===== config.mk =====
export PLATFORM = sky130hd
export DESIGN_NAME = serial_addsub
export DESIGN_NICKNAME = d
export VERILOG_FILES = /design/src/rtl/serial_pkg.sv /design/src/rtl/serial_lane.sv /design/src/rtl/serial_addsub.sv
export SDC_FILE = /design/constraint.sdc
export NUM_CORES = 1
export LEC_CHECK = 0
export CAP_MARGIN = 20
export CORE_ASPECT_RATIO = 0.8
export CORE_UTILIZATION = 37
export CTS_CLUSTER_DIAMETER = 100
export DETAILED_ROUTE_END_ITERATION = 6
export GPL_TIMING_DRIVEN = 0
export PLACE_DENSITY = 0.72
export SYNTH_ARGS = -nofsm -noshare
export SYNTH_HDL_FRONTEND = slang
export SYNTH_SLANG_ARGS = --single-unit
export TNS_END_PERCENT = 100

===== constraint.sdc =====
create_clock -name clk -period 3.3 [get_ports clk]
set_input_delay 0.66 -clock clk [delete_from_list [all_inputs] [get_ports clk]]
set_output_delay 0.66 -clock clk [all_outputs]
set_load 0.005 [all_outputs]

===== src/rtl/serial_pkg.sv =====
// rtl/serial_pkg.sv - shared FSM state type and mode constants for the serial add/sub block
package serial_pkg;

  typedef enum logic {
    ST_IDLE = 1'b0,
    ST_RUN  = 1'b1
  } state_e;

  localparam logic MODE_ADD = 1'b0;
  localparam logic MODE_SUB = 1'b1;

endpackage


===== src/rtl/serial_lane.sv =====
// rtl/serial_lane.sv - one bit-serial full-adder lane with carry, sum, carry-out and overflow registers
module serial_lane
  import serial_pkg::*;
(
  input  logic clk,
  input  logic rst,
  input  logic en_i,
  input  logic first_i,
  input  logic mode_i,
  input  logic last_i,
  input  logic x_i,
  input  logic y_i,
  output logic sum_o,
  output logic cout_o,
  output logic ovf_o
);

  logic carry_q, carry_d;
  logic sum_q, sum_d;
  logic cout_q, cout_d;
  logic ovf_q, ovf_d;
  logic cin, y_eff, s_bit, c_next;

  // Bit 0 seeds the carry with the mode so subtraction becomes x + ~y + 1.
  assign cin    = first_i ? mode_i : carry_q;
  assign y_eff  = y_i ^ (mode_i == MODE_SUB);
  assign s_bit  = x_i ^ y_eff ^ cin;
  assign c_next = (x_i & y_eff) | (x_i & cin) | (y_eff & cin);

  always_comb begin
    carry_d = carry_q;
    sum_d   = sum_q;
    cout_d  = cout_q;
    ovf_d   = ovf_q;
    if (en_i) begin
      carry_d = c_next;
      sum_d   = s_bit;
      if (last_i) begin
        cout_d = c_next;
        ovf_d  = cin ^ c_next;
      end
    end
  end

  always_ff @(posedge clk or posedge rst) begin
    if (rst) begin
      carry_q <= 1'b0;
      sum_q   <= 1'b0;
      cout_q  <= 1'b0;
      ovf_q   <= 1'b0;
    end else begin
      carry_q <= carry_d;
      sum_q   <= sum_d;
      cout_q  <= cout_d;
      ovf_q   <= ovf_d;
    end
  end

  assign sum_o  = sum_q;
  assign cout_o = cout_q;
  assign ovf_o  = ovf_q;

endmodule


===== src/rtl/serial_addsub.sv =====
// rtl/serial_addsub.sv - multi-lane LSB-first serial adder/subtractor with shared framing FSM
module serial_addsub
  import serial_pkg::*;
#(
  parameter int WIDTH = 8,
  parameter int LANES = 4
) (
  input  logic             clk,
  input  logic             rst,
  input  logic             in_valid,
  input  logic             in_first,
  input  logic             sub,
  input  logic [LANES-1:0] x,
  input  logic [LANES-1:0] y,
  output logic [LANES-1:0] sum,
  output logic             out_valid,
  output logic             out_last,
  output logic [LANES-1:0] cout,
  output logic [LANES-1:0] ovf
);

  localparam int CW = $clog2(WIDTH);
  localparam logic [CW-1:0] LAST_IDX = CW'(WIDTH - 1);

  state_e        state_q, state_d;
  logic [CW-1:0] cnt_q, cnt_d;
  logic          mode_q, mode_d;
  logic          out_valid_q, out_last_q;
  logic          first, accept, last, eff_mode;

  always_comb begin
    state_d  = state_q;
    cnt_d    = cnt_q;
    mode_d   = mode_q;
    first    = in_valid & in_first;
    accept   = first | (in_valid & (state_q == ST_RUN));
    eff_mode = first ? sub : mode_q;
    // A first beat is bit 0 and can never be the MSB since WIDTH >= 2.
    last     = accept & ~first & (cnt_q == LAST_IDX);
    if (first) begin
      state_d = ST_RUN;
      cnt_d   = CW'(1);
      mode_d  = sub;
    end else if (accept) begin
      if (last) begin
        state_d = ST_IDLE;
        cnt_d   = '0;
      end else begin
        cnt_d = cnt_q + CW'(1);
      end
    end
  end

  always_ff @(posedge clk or posedge rst) begin
    if (rst) begin
      state_q     <= ST_IDLE;
      cnt_q       <= '0;
      mode_q      <= MODE_ADD;
      out_valid_q <= 1'b0;
      out_last_q  <= 1'b0;
    end else begin
      state_q     <= state_d;
      cnt_q       <= cnt_d;
      mode_q      <= mode_d;
      out_valid_q <= accept;
      out_last_q  <= last;
    end
  end

  for (genvar l = 0; l < LANES; l++) begin : g_lane
    serial_lane u_lane (
      .clk     (clk),
      .rst     (rst),
      .en_i    (accept),
      .first_i (first),
      .mode_i  (eff_mode),
      .last_i  (last),
      .x_i     (x[l]),
      .y_i     (y[l]),
      .sum_o   (sum[l]),
      .cout_o  (cout[l]),
      .ovf_o   (ovf[l])
    );
  end

  assign out_valid = out_valid_q;
  assign out_last  = out_last_q;

endmodule


==> results.py <==
metrics = {
    "cts": {
        "total_clock_buffers_created_by_cts": 3,
        "cts_tree": "built",
        "cts.reportedPaths.clkPinSlew_ns": 0.08,
        "cts_hold_buffers": 0,
        "number_of_levels_the_h_tree_was_split_into": 1,
        "cts.repair.resized": 0,
        "cts_setup_buffers": 0,
        "cts_sinks": 23,
        "worst_skew_late_latency_ns": 0.27,
        "clock_tree.buffer_depth": 2,
        "clock_tree.root_cell": "sky130_fd_sc_hd__clkbuf_8",
    },
    "timing": {
        "fmax_mhz": 335,
        "worst_clock_skew_ns": 0.00431,
        "layout_min_cycle_time_ns": 2.98,
        "sum_of_negative_setup_slack_ns": 0,
        "timing_hold_violations_final": 0,
        "setup_slack_ns": 0.318,
        "drv_slew": 0,
        "final_period_utilization_pct": 90.4,
        "final-setup-viol-count": 0,
        "worst-slew-pin-transition_ns": 0.871,
        "maxSlewHeadroom_pct": 41.8,
        "grt_setup_unrepaired": "no",
    },
    "detailed_routing": {
        "antenna_left": 0,
        "top_routing_layer_in_use": "met4",
        "detail_route.wl_per_cell_um": 12.6,
        "route.detailed.drc": 0,
        "dr_wl_met3_um": 109,
        "detail_route.first_pass.iterations": 4,
        "drt-met1-wl_um": 1210,
        "met2RoutedLength_um": 1130,
        "detail_route.wirelength_um": 2480,
        "vias": 955,
        "viasPerCell": 4.87,
        "initialDrtViolationCount": 30,
    },
    "final_layout": {
        "seqCellArea_um2": 576,
        "fin_util_pct": 51.0,
        "layout_commonest_cell": "sky130_fd_sc_hd__clkdlybuf4s50_1",
        "final_cells": 196,
        "final_layout_size_suffix_gt1_share_pct": 14.7,
        "antenna_cells_inserted": 0,
        "layout.cells.most_common_list": "sky130_fd_sc_hd__clkdlybuf4s50_1 (26), sky130_fd_sc_hd__dfrtp_1 (23), sky130_fd_sc_hd__nand2_1 (22)",
        "filler_cell_count": 295,
        "layout-area-overhead-vs-synth_pct": 28.7,
        "multi_input_area_um2": 500,
        "layout.nets": 176,
    },
    "min_path": {
        "min_path_type": "register to register",
    },
    "yosys": {
        "yosys-mux-area-fraction_pct": 0,
        "avgSynthCellArea_um2": 9.84,
        "sequential_element_share_of_the_synthesized_area_pct": 46.4,
        "post_synth_and_or_nand_nor_area_fraction_pct": 15.0,
        "syn-instance-count": 126,
        "number_of_unique_standard_cell_types_used_by_synthesis": 25,
        "syn_nets": 145,
        "synth_compound_gate_area_share_pct": 14.0,
        "mappedNetlistArea_um2": 1240,
        "yosys_register_bits": 23,
        "synth-adder-area-share_pct": 8.48,
        "synth_top_family_by_area": "simple AND/OR/NAND/NOR gates",
        "synth-xor-area-share_pct": 2.83,
        "yosys_warnings": 0,
    },
    "critical_path": {
        "worstPathCellList": "clkdlybuf4s50_1 -> buf_2 -> nand2_1 -> a21oi_2 -> xor2_1 -> fa_1 -> or4_1 -> nand3_1",
        "worst_setup_path_end_kind": "register",
        "crit_buf_inv": 2,
        "rrSetupSlack_ns": 1.24,
        "required_ns": 3.50,
        "max_stage_delay_ns": 0.56,
        "crit_path_top_delay_cell": "sky130_fd_sc_hd__or4_1",
        "cp-endpoint": "g_lane[2].u_lane.ovf_o",
        "rr_startpoint": "mode_q",
        "rr_endpoint": "g_lane[2].u_lane.ovf_o",
        "path_delay_family": "buffers and inverters",
        "worst-r2r-cell-count": 5,
        "worst_ep_arrival_time_ns": 3.19,
        "timing.critical_path.from": "in_valid",
        "worst_setup_path_start_kind": "input port",
        "critical_path_depth": 8,
        "crit_path_max_fo": 10,
        "worstSetupPathType": "input port to register",
    },
    "floorplanning": {
        "floorplan.rows": 18,
        "die_area_um2": 3590,
        "core-area_um2": 3130,
        "die-width_um": 66.7,
        "io-pin-count": 27,
        "die_y_um": 53.8,
        "starting_density_of_the_core_pct": 39.6,
    },
    "placement": {
        "number_of_buffer_cells_added_on_primary_ports": 26,
        "post-place-cells": 192,
        "hpwlAfterDp_um": 1910,
        "gp_congestion": 0.769,
        "detailedPlace.worstSlack_ns": 0.0210,
    },
    "grt": {
        "grt_pass1_vias": 923,
        "grt_max_degree": 24,
        "grt_overflow": 0,
        "grt.total_usage_pct": 16.2,
        "initial_antenna_violation_count": 0,
        "global_route_wire_length_before_repair_um": 4240,
    },
    "power_and_ir_drop": {
        "powerDensity_nw_per_um2": 522,
        "share_clk_of_total_power_pct": 21.2,
        "seq_power_share_pct": 44.3,
        "power_switching_share_pct": 28.1,
        "power.net_switching_mw": 0.234,
        "ir_worst_vdd_mv": 0.203,
        "share_comb_of_total_power_pct": 34.5,
        "internal-power_mw": 0.599,
        "total_leakage_power_nw": 0.736,
    },
    "flow_run": {
        "drv.max_cap_violation_count": 0,
    },
    "status": {
        "outcome": "completed",
    },
}
-- sequential cells by signal, summed over array words and instances (netlist names) --
signal and count:
out_valid 1, g_lane.u_lane.ovf_o 4, state_q 1, out_last 1, g_lane.u_lane.carry_q 4, g_lane.u_lane.sum_o 4
g_lane.u_lane.cout_o 4, cnt_q 3, mode_q 1
-- cell families (layout without fill, tap and decap cells) --
logic type / after synthesis / in the layout
adders and majority gates: 6 / 6
xor gates and xnor gates: 4 / 4
DFF: 23 / 23
AOI/OAI and AO/OA: 27 / 27
buffers and inverters: 28 / 58
and+or+nand+nor: 38 / 38
-- how the worst min path moves through the flow --
stage                     slack [ns]                  endpoint  depth (start not counted)                startpoint
after floorplan                 0.44  g_lane[0].u_lane.carry_q                          2  g_lane[0].u_lane.carry_q
after global placement          0.46  g_lane[0].u_lane.carry_q                          2  g_lane[0].u_lane.carry_q
after detailed placement        0.47  g_lane[0].u_lane.carry_q                          2  g_lane[0].u_lane.carry_q
after CTS                       0.49    g_lane[3].u_lane.ovf_o                          2    g_lane[3].u_lane.ovf_o
after global routing            0.51    g_lane[0].u_lane.ovf_o                          2    g_lane[0].u_lane.ovf_o
final                           0.49                  cnt_q[2]                          2                  cnt_q[2]
-- Yosys cell counts, drive strengths merged --
master  number  area share [%]
a21boi       4             2.4
a21oi        1            0.71
a22o         1            0.71
and3         1            0.91
buf         16             9.6
clkbuf       2            0.61
dfrtp       23              46
fa           4             6.5
ha           2             2.0
inv         10             3.0
nand2       22             6.7
nand3        5             2.0
nand4b       1             1.2
nor2         4             1.2
nor3b        1            0.61
o211ai       4             2.4
o21a         1            0.61
o21ai       14             6.0
o22ai        1            0.50
o41ai        1            0.71
or4          4             2.4
xor2         4             2.8
-- cell type report --
type,count,share of cell area [%]
Buffer,18,7.92
Clock buffer,4,2.82
Inverter,10,2.35
Multi-Input combinational cell,75,31.4
Sequential cell,23,36.1
Tap cell,40,3.14
Timing Repair Buffer,26,16.3
-- routing by layer --
| metal | vias to the layer above | global-route usage, % |
|---|---|---|
| li1 | 469 | - |
| met1 | 457 | 22.0 |
| met2 | 27 | 27.1 |
| met3 | 2 | 2.75 |
| met4 | 0 | 4.26 |
| met5 | - | 0 |
-- worst min-delay path, stage by stage, from the launching register on --
cell and delay (ns):
sky130_fd_sc_hd__dfrtp_1 0.36, sky130_fd_sc_hd__nand2_1 0.05, sky130_fd_sc_hd__o41ai_1 0.05
-- stage by stage --
step / hold WS, ns / power [mW] / instance area, µm²
3_5_place_dp: 0.469 / 0.668 / 1550
4_1_cts: 0.487 / 0.845 / 1600
6_report: 0.486 / 0.833 / 1600
5_1_grt: 0.511 / 0.894 / 1600
2_1_floorplan: 0.444 / 0.534 / 1240
3_3_place_gp: 0.460 / 0.655 / 1550
-- power groups by stage --
| stage | registers (mW) | logic (mW) | clock network [mW] |
|---|---|---|---|
| 6_report | 0.369 | 0.288 | 0.176 |
| 3_5_place_dp | 0.375 | 0.293 | 0 |
| 3_3_place_gp | 0.371 | 0.283 | 0 |
| 4_1_cts | 0.370 | 0.294 | 0.182 |
| 2_1_floorplan | 0.366 | 0.167 | 0 |
| 5_1_grt | 0.376 | 0.324 | 0.194 |
Power figures use the tool's default switching activity.
